## src/rtl/nexys_video_harness.sv

```systemverilog
// Nexys Video capture harness: two 4-lane LVDS deserializers with frame counting, status LEDs and UART loopback.
// Build option LVDS_DIFF_CHECK_EN: any sampled p==n pin pair during a word counts as a framing error.

// state   | meaning
// S_IDLE  | waiting for a word start (valid high, frame rising or valid just returned)
// S_SHIFT | assembling lane bits LSB first; bitcnt is the next bit position
module nvh_channel #(
   parameter int FFTSIZE    = 256,
   parameter int DATAWIDTH  = 16,
   parameter int LOCK_WORDS = 2
) (
   input  logic                   clk,
   input  logic                   reset,
   input  logic [3:0]             data,
   input  logic                   valid,
   input  logic                   frame,
   input  logic                   diff_err,
   output logic [4*DATAWIDTH-1:0] out_data,
   output logic                   out_valid,
   output logic                   out_last,
   output logic                   locked,
   output logic                   err_sticky
);
   localparam int BW = $clog2(DATAWIDTH);
   localparam int CW = (FFTSIZE > 1) ? $clog2(FFTSIZE) : 1;
   localparam int LW = $clog2(LOCK_WORDS + 1);
   localparam logic [BW-1:0] LAST_BIT  = BW'(DATAWIDTH - 1);
   localparam logic [BW-1:0] HALF_BITS = BW'(DATAWIDTH / 2);
   localparam logic [CW-1:0] LAST_WORD = CW'(FFTSIZE - 1);
   localparam logic [LW-1:0] LOCK_PRE  = LW'(LOCK_WORDS - 1);
   localparam logic [LW-1:0] LOCK_MAX  = LW'(LOCK_WORDS);

   typedef enum logic {S_IDLE, S_SHIFT} state_t;

   state_t                        state, state_next;
   logic                          prev_frame, prev_valid;
   logic [BW-1:0]                 bitcnt, bit_pos;
   logic [CW-1:0]                 word_cnt;
   logic [LW-1:0]                 good_cnt;
   logic [3:0][DATAWIDTH-1:0]     lane_q, lane_next;
   logic                          word_start, frame_bad, drop, capture, word_done, abort;

   always_ff @(posedge clk) begin
      if (reset) state <= S_IDLE;
      else       state <= state_next;
   end

   always_comb begin
      state_next = state;
      case (state)
         S_IDLE:  if (word_start) state_next = S_SHIFT;
         S_SHIFT: if (frame_bad || !valid) state_next = S_IDLE;
         default: state_next = S_IDLE;
      endcase
   end

   always_comb begin
      word_start = valid && frame && (!prev_frame || !prev_valid);
      bit_pos    = (state == S_IDLE) ? '0 : bitcnt;
      // Framing is high for the first half of every word, including bit 0 of back-to-back words.
      frame_bad  = (state == S_SHIFT) && (diff_err || (valid && (frame != (bitcnt < HALF_BITS))));
      drop       = (state == S_SHIFT) && !valid && !frame_bad;
      abort      = frame_bad || drop;
      capture    = ((state == S_IDLE) && word_start) || ((state == S_SHIFT) && valid && !frame_bad);
      word_done  = capture && (bit_pos == LAST_BIT);
      lane_next  = lane_q;
      for (int l = 0; l < 4; l++) lane_next[l][bit_pos] = data[l];
   end

   always_ff @(posedge clk) begin
      if (reset) begin
         prev_frame <= 1'b0;
         prev_valid <= 1'b0;
         bitcnt     <= '0;
         lane_q     <= '0;
         word_cnt   <= '0;
         good_cnt   <= '0;
         locked     <= 1'b0;
         err_sticky <= 1'b0;
         out_data   <= '0;
         out_valid  <= 1'b0;
         out_last   <= 1'b0;
      end else begin
         prev_frame <= frame;
         prev_valid <= valid;
         out_valid  <= 1'b0;
         out_last   <= 1'b0;
         if (capture) begin
            lane_q <= lane_next;
            bitcnt <= word_done ? '0 : bit_pos + 1'b1;
         end
         if (abort) begin
            bitcnt   <= '0;
            word_cnt <= '0;
            good_cnt <= '0;
            locked   <= 1'b0;
         end
         if (frame_bad) err_sticky <= 1'b1;
         if (!valid) begin
            good_cnt <= '0;
            locked   <= 1'b0;
         end
         if (word_done) begin
            out_valid <= 1'b1;
            out_data  <= lane_next;
            out_last  <= (word_cnt == LAST_WORD);
            word_cnt  <= (word_cnt == LAST_WORD) ? '0 : word_cnt + 1'b1;
            if (good_cnt != LOCK_MAX) good_cnt <= good_cnt + 1'b1;
            locked    <= locked | (good_cnt >= LOCK_PRE);
         end
      end
   end
endmodule

module nexys_video_harness #(
   parameter int FFTSIZE    = 256,
   parameter int DATAWIDTH  = 16,
   parameter int LOCK_WORDS = 2
) (
   input  logic                   sys_clock,
   input  logic                   reset,
   input  logic                   top_io_2_lvds_clk_p,
   input  logic                   top_io_2_lvds_clk_n,
   input  logic [3:0]             top_io_2_lvds_data_p,
   input  logic [3:0]             top_io_2_lvds_data_n,
   input  logic                   top_io_2_lvds_valid_p,
   input  logic                   top_io_2_lvds_valid_n,
   input  logic                   top_io_2_lvds_frame_clk_p,
   input  logic                   top_io_2_lvds_frame_clk_n,
   input  logic                   top_io_3_lvds_clk_p,
   input  logic                   top_io_3_lvds_clk_n,
   input  logic [3:0]             top_io_3_lvds_data_p,
   input  logic [3:0]             top_io_3_lvds_data_n,
   input  logic                   top_io_3_lvds_valid_p,
   input  logic                   top_io_3_lvds_valid_n,
   input  logic                   top_io_3_lvds_frame_clk_p,
   input  logic                   top_io_3_lvds_frame_clk_n,
   output logic [4*DATAWIDTH-1:0] out0_data,
   output logic                   out0_valid,
   output logic                   out0_last,
   output logic [4*DATAWIDTH-1:0] out1_data,
   output logic                   out1_valid,
   output logic                   out1_last,
   input  logic                   uart_rxd,
   output logic                   uart_txd,
   output logic                   led_0,
   output logic                   led_1,
   output logic                   led_2,
   output logic                   led_3,
   output logic                   led_4,
   output logic                   led_5,
   output logic                   led_6,
   output logic                   led_7
);
   logic        diff0, diff1;
   logic        uart_meta;
   logic [26:0] hb_cnt;

`ifdef LVDS_DIFF_CHECK_EN
   assign diff0 = (|(top_io_2_lvds_data_p ~^ top_io_2_lvds_data_n))
                | (top_io_2_lvds_valid_p ~^ top_io_2_lvds_valid_n)
                | (top_io_2_lvds_frame_clk_p ~^ top_io_2_lvds_frame_clk_n)
                | (top_io_2_lvds_clk_p ~^ top_io_2_lvds_clk_n);
   assign diff1 = (|(top_io_3_lvds_data_p ~^ top_io_3_lvds_data_n))
                | (top_io_3_lvds_valid_p ~^ top_io_3_lvds_valid_n)
                | (top_io_3_lvds_frame_clk_p ~^ top_io_3_lvds_frame_clk_n)
                | (top_io_3_lvds_clk_p ~^ top_io_3_lvds_clk_n);
`else
   // Without the pair check the _n pins and forwarded clocks have no load and get trimmed.
   logic unused_n;
   assign unused_n = ^{top_io_2_lvds_clk_p, top_io_2_lvds_clk_n, top_io_2_lvds_data_n,
                       top_io_2_lvds_valid_n, top_io_2_lvds_frame_clk_n,
                       top_io_3_lvds_clk_p, top_io_3_lvds_clk_n, top_io_3_lvds_data_n,
                       top_io_3_lvds_valid_n, top_io_3_lvds_frame_clk_n};
   assign diff0 = 1'b0;
   assign diff1 = 1'b0;
`endif

   nvh_channel #(.FFTSIZE(FFTSIZE), .DATAWIDTH(DATAWIDTH), .LOCK_WORDS(LOCK_WORDS)) u_ch0 (
      .clk(sys_clock), .reset(reset), .data(top_io_2_lvds_data_p), .valid(top_io_2_lvds_valid_p),
      .frame(top_io_2_lvds_frame_clk_p), .diff_err(diff0), .out_data(out0_data),
      .out_valid(out0_valid), .out_last(out0_last), .locked(led_0), .err_sticky(led_4));

   nvh_channel #(.FFTSIZE(FFTSIZE), .DATAWIDTH(DATAWIDTH), .LOCK_WORDS(LOCK_WORDS)) u_ch1 (
      .clk(sys_clock), .reset(reset), .data(top_io_3_lvds_data_p), .valid(top_io_3_lvds_valid_p),
      .frame(top_io_3_lvds_frame_clk_p), .diff_err(diff1), .out_data(out1_data),
      .out_valid(out1_valid), .out_last(out1_last), .locked(led_1), .err_sticky(led_5));

   always_ff @(posedge sys_clock) begin
      if (reset) begin
         uart_meta <= 1'b1;
         uart_txd  <= 1'b1;
         hb_cnt    <= '0;
         led_2     <= 1'b0;
         led_3     <= 1'b0;
         led_7     <= 1'b0;
      end else begin
         uart_meta <= uart_rxd;
         uart_txd  <= uart_meta;
         hb_cnt    <= hb_cnt + 1'b1;
         led_7     <= 1'b1;
         if (out0_valid && out0_last) led_2 <= ~led_2;
         if (out1_valid && out1_last) led_3 <= ~led_3;
      end
   end

   assign led_6 = hb_cnt[26];
endmodule

```

## config.mk

```make
export PLATFORM = sky130hd
export DESIGN_NAME = nexys_video_harness
export DESIGN_NICKNAME = d
export VERILOG_FILES = /design/src/rtl/nexys_video_harness.sv
export SDC_FILE = /design/constraint.sdc
export NUM_CORES = 1
export LEC_CHECK = 0
export BUFFER_PORTS_ARGS = -buffer_cell sky130_fd_sc_hd__clkbuf_2
export CORE_MARGIN = 1
export CORE_UTILIZATION = 55
export DETAILED_ROUTE_END_ITERATION = 6
export PLACE_DENSITY = 0.76
export SETUP_SLACK_MARGIN = 0.2
export SKIP_CTS_REPAIR_TIMING = 1
export SLEW_MARGIN = 20
export SYNTH_ARGS = -nofsm -noshare
export SYNTH_HDL_FRONTEND = slang
export SYNTH_HIERARCHICAL = 1
export SYNTH_SLANG_ARGS = --single-unit
```

## constraint.sdc

```tcl
create_clock -name sys_clock -period 4.9 [get_ports sys_clock]
set_input_delay 0.245 -clock sys_clock [delete_from_list [all_inputs] [get_ports sys_clock]]
set_output_delay 0.245 -clock sys_clock [all_outputs]
set_load 0.02 [all_outputs]
```

==> key figures, run 1 <==
Clocking
  – CTS root buf: clkbuf_16
  – Sinks on Clock Net: 322
  – CTS tree: yes
  – # H-tree levels: 2
  – Clock-pin transition on the worst setup and hold timing paths: 60 ps
  – Clock Latency Late Sink: 510 ps
  – Cts bufs inserted: 34
  – CTS max path bufs: 3

Power
  – Int Pwr: 4.30 mW
  – Pwr dens: 346 nW/um^2
  – Leak Pwr: 7.12 nW
  – Sequential power share: 0.485
  – Total power: 5.44 mW
  – Power share of the combinational group: 0.028
  – Clock network power share: 0.487
  – P_sw: 1.14 mW
  – Max IR drop VDD: 0.325 mV
  – Sw Share: 0.210

Setup path
  – Worst setup SP type: register
  – CP Data Required Time: 5310 ps
  – Largest delay share family, worst path: simple AND/OR/NAND/NOR gates
  – Critical path fanouts, max: 74
  – Reg2reg start: u_ch0/state$_SDFF_PP0_
  – R2R depth: 7
  – Critical Path Stages: 7
  – Critical Path Slowest Stage Cell: and4_4
  – Crit path capture type: register
  – Critical path arrival: 3790 ps
  – Worst-path cell chain: nand2_1 -> inv_1 -> ha_1 -> and4_4 -> buf_12 -> nor2_1 -> a211oi_1
  – CP bufs+invs: 2
  – Crit-path max cell delay: 910 ps
  – R2r setup slk: 1510 ps
  – CP Class: reg2reg
  – Crit Reg-Reg Endpoint: u_ch0/out_data[30]$_SDFFE_PP0P_

Detailed routing
  – # DRC: 0
  – Via count: 11.0k
  – Starting DRT DRC Count: 733
  – Via/cell ratio: 5.77
  – Antenna-violating nets left: 0
  – Routed length per instance: 16.7 um
  – Final WL: 32000 um
  – Iteration count of the initial detailed-routing pass: 6

Synthesis
  – Synthesized cell area: 13800 um^2
  – Yosys warns: 6
  – Sequential share of the synthesized area: 0.467
  – Seq cells post-synth: 322
  – Syn_area_per_cell: 9.32 um^2
  – Primary FF master, synth: dfxtp_1
  – Gate Count Post-Synth: 1482
  – Unique masters post-synth: 55
  – EDFF count, synth: 0
  – Ys async rst share: 0

Placement
  – Detail Placement HPWL: 20700 um
  – Buffers on Ports: 155
  – Dpl cell area: 14600 um^2
  – Gpl congestion: 0.832
  – Place WS: 1590 ps
  – DP Cell Count: 1857

STA
  – Minimum clock period: 3390 ps
  – Final Skew: 20.3 ps
  – Max-slew headroom: 0.322
  – Fin worst setup slack: 1510 ps
  – Setup TNS: 0 ps
  – Final Max Tran Viols: 0
  – Final setup vio count: 0
  – Worst-Margin Slew: 1020 ps
  – FMAX: 295 MHz
  – Part of the cycle the worst path needs: 0.692
  – Final hold vios: 0
  – RSZ-0062 raised after global routing: false

GRT
  – Final global-route overflow total: 0
  – First-pass GRT wire length: 52800 um
  – GRT Total Usage: 0.248
  – Initial antenna violation count: 0
  – Vias in the first global route: 10.5k
  – Maximum number of pins on one net before global-route repair: 122

Finish
  – Final instance area: 15700 um^2
  – Final net count: 1612
  – ANT cells: 0
  – Finished Layout Cells: 1916
  – Fill cells: 2025
  – Layout cell share with drive strength beyond 1: 0.170
  – Area growth, synth to finish: 14.0%

Status
  – Status: completed

Hold path
  – Hold Crit Class: in2reg
  – Worst Hold Depth: 2
  – Min-delay src: top_io_2_lvds_frame_clk_p
  – WHS Endpoint: u_ch0/prev_frame$_SDFF_PP0_

Die
  – Starting Density: 0.565
  – Die footprint: 25700 um^2
  – Row cnt: 57
  – Die Ht: 160 um
  – Core Area: 24500 um^2
  – DIE WIDTH: 160 um
  – Num ports: 172

Flow run
  – Max Cap Viol: 0
[power by group through the flow]
| stage | Sequential, mW | Clock [mW] | Combinational, mW |
|---|---|---|---|
| finish | 2.64 | 2.65 | 0.151 |
| global route | 2.64 | 2.82 | 0.166 |
| CTS | 2.64 | 2.71 | 0.150 |
| detailed placement | 2.70 | 0 | 0.149 |
| global placement | 2.70 | 0 | 0.147 |
| floorplan | 2.69 | 0 | 0.112 |
[cells in the final DEF, fill, tap and decap left out, types with 5 or more instances in the layout]
| cell | n |
|---|---|
| a211oi_1 | 70 |
| a211oi_2 | 22 |
| a21o_1 | 6 |
| a21oi_1 | 38 |
| a311oi_1 | 32 |
| and2_1 | 5 |
| and3_1 | 7 |
| and4_1 | 6 |
| buf_4 | 8 |
| clkbuf_1 | 5 |
| clkbuf_16 | 35 |
| clkbuf_2 | 154 |
| clkbuf_8 | 8 |
| conb_1 | 10 |
| dfxtp_1 | 322 |
| ha_1 | 11 |
| inv_1 | 16 |
| mux2i_1 | 208 |
| nand2_1 | 96 |
| nand3_1 | 77 |
| nand4_1 | 32 |
| nor2_1 | 274 |
| nor2b_1 | 9 |
| nor3_1 | 5 |
| o21ai_0 | 17 |
| o21bai_2 | 8 |
| o31ai_1 | 10 |
| or2_2 | 6 |
| or3_1 | 6 |
| or4_1 | 9 |
| xnor2_1 | 8 |
| xor2_1 | 5 |
[cell type report]
class / count / area (um^2) / area share
Multi-Input combinational cell: 1030 / 6770 / 0.430
Sequential cell: 322 / 6450 / 0.410
Clock buffer: 48 / 1000 / 0.0638
Timing Repair Buffer: 166 / 896 / 0.0569
Tap cell: 324 / 405 / 0.0258
Clock inverter: 10 / 156 / 0.00994
Inverter: 16 / 60.1 / 0.00382
[logic make-up after synthesis]
logic type                 count (synthesis)  synth area share
and+or+nand+nor                          556             0.185
xor gates and xnor gates                  15            0.0106
buffers and inverters                    139            0.0469
DFF                                      322             0.467
muxes                                    208             0.151
adders and majority gates                 11           0.00997
other                                      1          0.000272
AOI/OAI and AO/OA                        230             0.130
[registers in the layout (all words and copies together), names as in the netlist, 4 cells and up]
name / count
hb_cnt: 27
u_ch0/bitcnt: 4
u_ch0/lane_q: 60
u_ch0/out_data: 64
u_ch0/word_cnt: 8
u_ch1/bitcnt: 4
u_ch1/lane_q: 60
u_ch1/out_data: 64
u_ch1/word_cnt: 8
[Yosys cell counts (5+ instances only)]
| library cell | count | area, um^2 |
|---|---|---|
| xnor2_1 | 8 | 70.1 |
| and2_1 | 5 | 31.3 |
| xor2_1 | 5 | 43.8 |
| nand2_1 | 96 | 360 |
| nand4_1 | 32 | 200 |
| dfxtp_1 | 322 | 6450 |
| a211oi_1 | 70 | 526 |
| nor3_1 | 5 | 25.0 |
| buf_6 | 8 | 90.1 |
| nand3_1 | 77 | 385 |
| a311oi_1 | 32 | 280 |
| or3_1 | 6 | 37.5 |
| ha_1 | 11 | 138 |
| inv_1 | 16 | 60.1 |
| a211oi_2 | 22 | 275 |
| or2_2 | 6 | 37.5 |
| nor2_1 | 274 | 1030 |
| and4_1 | 8 | 70.1 |
| clkbuf_1 | 80 | 300 |
| nor2b_1 | 9 | 56.3 |
| or4_1 | 9 | 67.6 |
| o21ai_0 | 19 | 95.1 |
| buf_4 | 10 | 75.1 |
| mux2i_1 | 208 | 2080 |
| buf_2 | 23 | 115 |
| o31ai_1 | 10 | 75.1 |
| a21o_1 | 6 | 45.0 |
| o21bai_2 | 8 | 90.1 |
| a21oi_1 | 38 | 190 |
| and3_1 | 7 | 43.8 |
[through the flow]
stage	util	hold slack (ps)
6_report	0.643	36.9
5_1_grt	0.643	40.1
4_1_cts	0.643	-71.6
3_5_place_dp	0.596	408
3_3_place_gp	0.596	408
2_1_floorplan	-	317
[worst reg2reg max path, delay by kind of cell, from the launching register on]
family / cells / cell delay, ps
AOI/OAI and AO/OA: 1 / 240
adders and majority gates: 1 / 600
buffers and inverters: 2 / 510
DFF: 1 / 710
and+or+nand+nor: 3 / 1240
[layer usage]
metal | share of wire | GRT usage
met3 | 0.066 | 0.0573
met5 | 0 | 0
met2 | 0.47 | 0.404
met4 | 0.019 | 0.0628
met1 | 0.45 | 0.330
[worst max path at each step]
stage / from / endpoint / slack, ps
CTS: u_ch0/state$_SDFF_PP0_ / u_ch0/out_data[30]$_SDFFE_PP0P_ / 1570
floorplan: u_ch0/state$_SDFF_PP0_ / u_ch0/out_data[39]$_SDFFE_PP0P_ / 2390
global placement: u_ch0/state$_SDFF_PP0_ / u_ch0/out_data[22]$_SDFFE_PP0P_ / 1750
detailed placement: u_ch0/state$_SDFF_PP0_ / u_ch0/out_data[39]$_SDFFE_PP0P_ / 1590
finish: u_ch0/state$_SDFF_PP0_ / u_ch0/out_data[30]$_SDFFE_PP0P_ / 1510
global route: u_ch0/state$_SDFF_PP0_ / u_ch0/out_data[22]$_SDFFE_PP0P_ / 1240
No activity file was read; power rests on OpenSTA's default activity.
==> run 2: changes to the inputs <==
--- a/config.mk
+++ b/config.mk
@@ -7,7 +7,7 @@
 export LEC_CHECK = 0
 export BUFFER_PORTS_ARGS = -buffer_cell sky130_fd_sc_hd__clkbuf_2
 export CORE_MARGIN = 1
-export CORE_UTILIZATION = 55
+export CORE_UTILIZATION = 52
 export DETAILED_ROUTE_END_ITERATION = 6
 export PLACE_DENSITY = 0.76
 export SETUP_SLACK_MARGIN = 0.2
==> constraint.sdc (replaced) <==
create_clock -name sys_clock -period 2.85 [get_ports sys_clock]
set_input_delay 0.1425 -clock sys_clock [delete_from_list [all_inputs] [get_ports sys_clock]]
set_output_delay 0.1425 -clock sys_clock [all_outputs]
set_load 0.02 [all_outputs]
==> key figures, run 2 (synthesized netlist as in run 1, its figures left out) <==
Status
  – Status: finished, violations left (was completed)
  – Failing checks: hold timing

Setup path
  – Critical Path Slowest Stage Cell: o21ai_1 (was and4_4)
  – Critical path fanouts, max: 14 (was 74)
  – Crit path capture type: register (unchanged)
  – Crit-path max cell delay: 820 ps (was 910 ps)
  – CP Class: reg2reg (unchanged)
  – Largest delay share family, worst path: compound AO/OA/AOI/OAI gates (was simple AND/OR/NAND/NOR gates)
  – CP bufs+invs: 0 (was 2)
  – Worst setup SP type: register (unchanged)
  – Critical path arrival: 2670 ps (was 3790 ps)
  – Worst-path cell chain: o21ai_1 -> nand2_1 -> o21bai_2 -> mux2i_1 -> nor2_1 (was nand2_1 -> inv_1 -> ha_1 -> and4_4 -> buf_12 -> nor2_1 -> a211oi_1)
  – CP Data Required Time: 3210 ps (was 5310 ps)

Clocking
  – CTS tree: yes (unchanged)
  – Cts bufs inserted: 35 (was 34)
  – # H-tree levels: 2 (unchanged)
  – Clock-pin transition on the worst setup and hold timing paths: 60 ps (about the same)
  – Clock Latency Late Sink: 510 ps (about the same)
  – Sinks on Clock Net: 322 (unchanged)
  – CTS root buf: clkbuf_16 (unchanged)
  – CTS max path bufs: 3 (unchanged)

Finish
  – Layout cell share with drive strength beyond 1: 0.176 (was 0.170)
  – ANT cells: 0 (unchanged)
  – Multi-input gate area in the final layout: 6770 um^2 (unchanged)
  – Fill cells: 2191 (was 2025)
  – Final net count: 1623 (was 1612)
  – Register cell area after layout: 6450 um^2 (about the same)
  – Commonest non-fill, non-tap cell in the layout: dfxtp_1 (unchanged)
  – Most frequent cells in the layout: dfxtp_1, nor2_1, mux2i_1, clkbuf_2, nand2_1 (unchanged)
  – Top flop regs: u_ch0/out_data (64), u_ch1/out_data (64) (unchanged)
  – Area growth, synth to finish: 14.6% (was 14.0%)

Placement
  – Gpl congestion: 0.831 (was 0.832)
  – Buffers on Ports: 155 (unchanged)
  – Detail Placement HPWL: 21100 um (was 20700 um)
  – Place WS: 417 ps (was 1590 ps)

GRT
  – First-pass GRT wire length: 51400 um (was 52800 um)
  – Final global-route overflow total: 0 (unchanged)
  – GRT Total Usage: 0.234 (was 0.248)
  – Maximum number of pins on one net before global-route repair: 219 (was 122)
  – Vias in the first global route: 10.2k (was 10.5k)
  – Initial antenna violation count: 0 (unchanged)

Power
  – Max IR drop VDD: 0.507 mV (was 0.325 mV)
  – Sw Share: 0.216 (was 0.210)
  – Pwr dens: 579 nW/um^2 (was 346 nW/um^2)
  – Int Pwr: 7.18 mW (was 4.30 mW)
  – Power share of the combinational group: 0.029 (was 0.028)
  – Clock network power share: 0.476 (was 0.487)
  – Leak Pwr: 7.17 nW (was 7.12 nW)
  – Sequential power share: 0.495 (was 0.485)
  – P_sw: 1.98 mW (was 1.14 mW)

Detailed routing
  – Via count: 11.1k (was 11.0k)
  – Met3 routed WL: 1770 um (was 2120 um)
  – Routed length per instance: 16.7 um (about the same)
  – Routed wl met2: 15400 um (was 14900 um)
  – Via/cell ratio: 5.73 (was 5.77)
  – Starting DRT DRC Count: 799 (was 733)
  – Final WL: 32400 um (was 32000 um)
  – Max layer used: met4 (unchanged)
  – Antenna-violating nets left: 0 (unchanged)
  – # DRC: 0 (unchanged)
  – Iteration count of the initial detailed-routing pass: 5 (was 6)
  – Met1 wire length: 14600 um (was 14400 um)

STA
  – Final Skew: 26.7 ps (was 20.3 ps)
  – FMAX: 432 MHz (was 295 MHz)
  – RSZ-0062 raised after global routing: false (unchanged)
  – Final Max Tran Viols: 0 (unchanged)
  – Fin worst setup slack: 535 ps (was 1510 ps)
  – Fin Hold WS: -24.8 ps (was 36.9 ps)
  – Minimum clock period: 2320 ps (was 3390 ps)
  – Final hold vios: 6 (was 0)
  – Worst-Margin Slew: 1080 ps (was 1020 ps)
  – Setup TNS: 0 ps (unchanged)
  – Final setup vio count: 0 (unchanged)
  – Part of the cycle the worst path needs: 0.812 (was 0.692)
  – Max-slew headroom: 0.280 (was 0.322)

Die
  – Row cnt: 59 (was 57)
  – Starting Density: 0.530 (was 0.565)
  – Num ports: 172 (unchanged)
  – Die Ht: 165 um (was 160 um)
  – DIE WIDTH: 165 um (was 160 um)
  – Die footprint: 27200 um^2 (was 25700 um^2)
  – Core Area: 26100 um^2 (was 24500 um^2)

Hold path
  – Hold Crit Class: in2reg (unchanged)

Flow run
  – Max Cap Viol: 0 (unchanged)
-- run 2: cell types whose count changed in the layout (fill, tap and decap cells not counted), moves of 2 or more --
cell / before / now
dfxtp_1: 322 / 320
dlygate4sd3_1: 1 / 3
dfxtp_2: 0 / 2
buf_12: 2 / 5
clkbuf_16: 35 / 37
clkinv_2: 4 / 8
bufinv_16: 4 / 0
buf_4: 8 / 13
-- run 2: layout make-up --
| type | instances | share of cell area |
|---|---|---|
| clock buffers | 52 | 0.0677 |
| clock inverters | 9 | 0.00300 |
| inverters | 16 | 0.00379 |
| multi-input cells | 1030 | 0.428 |
| flip-flops and latches | 322 | 0.407 |
| well taps | 335 | 0.0265 |
| repair buffers | 176 | 0.0640 |
-- run 2: worst min-delay path, cell delays in order --
cell,delay (ps)
clkbuf_2,160
nand2b_1,90
inv_1,50
-- run 2: path summary, 6_finish.rpt --
kind / cells past startpoint / start / slack, ps / end
max reg2reg: 5 / u_ch1/bitcnt[3]$_SDFFE_PP0P_ / 530 / u_ch1/lane_q[16]$_SDFFE_PP0P_
max: 5 / u_ch1/bitcnt[3]$_SDFFE_PP0P_ / 530 / u_ch1/lane_q[16]$_SDFFE_PP0P_
min reg2reg: 1 / uart_meta$_SDFF_PP1_ / 410 / uart_txd$_SDFF_PP1_
min: 3 / top_io_2_lvds_valid_p / -20 / u_ch0/prev_valid$_SDFF_PP0_
-- run 2: through the flow --
stage	utilization	instances	area, um^2	hold slack (ps)	power, mW
finish	0.608	1940	15800	-24.8	9.16
global route	0.608	1940	15800	1.13	9.46
CTS	0.606	1937	15800	-176	9.25
detailed placement	0.563	1876	14700	337	4.89
global placement	0.563	1876	14700	324	4.89
floorplan	-	1491	13800	214	4.82
-- run 2: power by group through the flow --
| stage | clock [mW] | combinational (mW) | sequential (mW) |
|---|---|---|---|
| after global routing | 4.63 | 0.289 | 4.54 |
| after floorplan | 0 | 0.192 | 4.63 |
| after global placement | 0 | 0.254 | 4.63 |
| after CTS | 4.45 | 0.260 | 4.54 |
| after detailed placement | 0 | 0.259 | 4.64 |
| final | 4.36 | 0.264 | 4.54 |
-- run 2: per-layer routing --
metal / vias to the layer above / global-route usage
met5: - / 0
li1: 5460 / -
met1: 5317 / 0.316
met3: 44 / 0.0419
met2: 293 / 0.383
met4: 0 / 0.0642
==> run 3: changes to the inputs <==
--- a/config.mk
+++ b/config.mk
@@ -7,7 +7,7 @@
 export LEC_CHECK = 0
 export BUFFER_PORTS_ARGS = -buffer_cell sky130_fd_sc_hd__clkbuf_2
 export CORE_MARGIN = 1
-export CORE_UTILIZATION = 52
+export CORE_UTILIZATION = 55
 export DETAILED_ROUTE_END_ITERATION = 6
 export PLACE_DENSITY = 0.76
 export SETUP_SLACK_MARGIN = 0.2
==> constraint.sdc (replaced) <==
create_clock -name sys_clock -period 2.4 [get_ports sys_clock]
set_input_delay 0.12 -clock sys_clock [delete_from_list [all_inputs] [get_ports sys_clock]]
set_output_delay 0.12 -clock sys_clock [all_outputs]
set_load 0.02 [all_outputs]
==> key figures, run 3 (synthesized netlist as in run 1, its figures left out) <==
Setup path
  – Crit path capture type: register (unchanged)
  – Worst setup SP type: register (unchanged)
  – Critical path fanouts, max: 7 (was 14)
  – CP Data Required Time: 2760 ps (was 3210 ps)
  – Critical path arrival: 2430 ps (was 2670 ps)
  – CP Class: reg2reg (unchanged)

Detailed routing
  – Final WL: 32900 um (was 32400 um)
  – Antenna-violating nets left: 0 (unchanged)
  – # DRC: 0 (unchanged)
  – Via count: 11.2k (was 11.1k)
  – Iteration count of the initial detailed-routing pass: 6 (was 5)
  – Via/cell ratio: 5.72 (was 5.73)
  – Routed length per instance: 16.7 um (about the same)
  – Starting DRT DRC Count: 877 (was 799)

STA
  – Minimum clock period: 2070 ps (was 2320 ps)
  – FMAX: 483 MHz (was 432 MHz)
  – Setup TNS: 0 ps (unchanged)
  – Worst-Margin Slew: 1050 ps (was 1080 ps)
  – Part of the cycle the worst path needs: 0.862 (was 0.812)
  – Final Skew: 19.3 ps (was 26.7 ps)
  – Final setup vio count: 0 (unchanged)
  – Final Max Tran Viols: 0 (unchanged)
  – Max-slew headroom: 0.299 (was 0.280)
  – Fin Hold WS: 260 ps (was -24.8 ps)
  – RSZ-0062 raised after global routing: false (unchanged)
  – Final hold vios: 0 (was 6)

Power
  – Leak Pwr: 7.34 nW (was 7.17 nW)
  – Max IR drop VDD: 0.708 mV (was 0.507 mV)
  – Pwr dens: 689 nW/um^2 (was 579 nW/um^2)

Clocking
  – CTS root buf: clkbuf_16 (unchanged)
  – # H-tree levels: 2 (unchanged)
  – Clock Latency Late Sink: 520 ps (was 510 ps)
  – CTS tree: yes (unchanged)
  – Sinks on Clock Net: 322 (unchanged)
  – Clock-pin transition on the worst setup and hold timing paths: 60 ps (about the same)
  – CTS max path bufs: 3 (unchanged)
  – Cts bufs inserted: 36 (was 35)

Finish
  – Area growth, synth to finish: 16.8% (was 14.6%)
  – Commonest non-fill, non-tap cell in the layout: dfxtp_1 (unchanged)
  – Final net count: 1655 (was 1623)
  – Layout cell share with drive strength beyond 1: 0.193 (was 0.176)
  – Fill cells: 1960 (was 2191)
  – Most frequent cells in the layout: dfxtp_1, nor2_1, mux2i_1, clkbuf_2, nand2_1 (unchanged)
  – Final Core Density: 0.659 (was 0.608)
  – ANT cells: 0 (unchanged)
  – Top flop regs: u_ch0/out_data (64), u_ch1/out_data (64) (unchanged)

GRT
  – Maximum number of pins on one net before global-route repair: 102 (was 219)
  – First-pass GRT wire length: 52600 um (was 51400 um)
  – Vias in the first global route: 10.4k (was 10.2k)
  – GRT Total Usage: 0.247 (was 0.234)
  – Initial antenna violation count: 0 (unchanged)
  – Final global-route overflow total: 0 (unchanged)

Placement
  – Buffers on Ports: 155 (unchanged)
  – Detail Placement HPWL: 21400 um (was 21100 um)
  – Gpl congestion: 0.806 (was 0.831)

Die
  – Num ports: 172 (unchanged)
  – Row cnt: 57 (was 59)
  – Core Area: 24500 um^2 (was 26100 um^2)
  – DIE WIDTH: 160 um (was 165 um)
  – Die footprint: 25700 um^2 (was 27200 um^2)
  – Die Ht: 160 um (was 165 um)
  – Starting Density: 0.565 (was 0.530)

Hold path
  – Hold Crit Class: in2reg (unchanged)

Status
  – Status: completed (was finished, violations left)

Flow run
  – Max Cap Viol: 0 (unchanged)
==> run 3: changes by cell type in the layout (fill, tap and decap cells not counted), sizes merged <==
| cell | before | now |
|---|---|---|
| dlygate4sd3 | 3 | 6 |
| buf | 19 | 47 |
| inv | 16 | 18 |
| clkinv | 8 | 4 |
| clkinvlp | 1 | 0 |
| bufinv | 0 | 1 |
| clkbuf | 206 | 212 |
==> run 3: final timing paths <==
path | start | endpoint | slack, ps | cells after the start
setup / recovery | u_ch1/state$_SDFF_PP0_ | u_ch1/lane_q[59]$_SDFFE_PP0P_ | 330 | 6
hold reg to reg | uart_meta$_SDFF_PP1_ | uart_txd$_SDFF_PP1_ | 400 | 1
hold / removal | top_io_3_lvds_data_p[0] | u_ch1/out_data[15]$_SDFFE_PP0P_ | 260 | 3
setup reg to reg | u_ch1/state$_SDFF_PP0_ | u_ch1/lane_q[59]$_SDFFE_PP0P_ | 330 | 6
==> run 3: layer usage <==
metal | part of all wire | routed length [um] | vias up | global-route usage
met3 | 0.060 | 1970 | 46 | 0.0424
li1 | - | - | 5520 | -
met2 | 0.48 | 15600 | 316 | 0.400
met4 | 0.017 | 568 | 0 | 0.0732
met1 | 0.45 | 14700 | 5351 | 0.336
met5 | 0 | 0 | - | 0
==> run 3: cell type report <==
class                           count  area (um^2)  area share
Clock buffer                       58         1100      0.0685
Clock inverter                      7         71.3     0.00442
Inverter                           16         60.1     0.00372
Multi-Input combinational cell   1030         6790       0.421
Sequential cell                   322         6450       0.400
Tap cell                          324          405      0.0251
Timing Repair Buffer              207         1250      0.0776
==> run 3: where the power goes <==
group	leakage, nW	internal [mW]	total, mW	switching, mW
sequential	2.60	5.37	5.38	0.0150
clock	0.580	3.26	5.41	2.14
combinational	4.17	0.0818	0.331	0.249
==> run 3: critical path, stage by stage (launching register included) <==
cell     delay (ps)
dfxtp_1         400
inv_1           110
nor4_4          400
buf_4           220
nand4_1         380
mux2i_1         340
nor2_1           70
==> run 3: per-stage QoR <==
| step | instances | instance area (um^2) | total power [mW] | worst slack (ps) |
|---|---|---|---|---|
| 6_report | 1964 | 16100 | 11.1 | 332 |
| 5_1_grt | 1964 | 16100 | 11.5 | 187 |
| 4_1_cts | 1946 | 16000 | 11.2 | 262 |
| 3_5_place_dp | 1881 | 14800 | 5.82 | 296 |
| 3_3_place_gp | 1881 | 14800 | 5.81 | 346 |
| 2_1_floorplan | 1491 | 13900 | 5.73 | 219 |
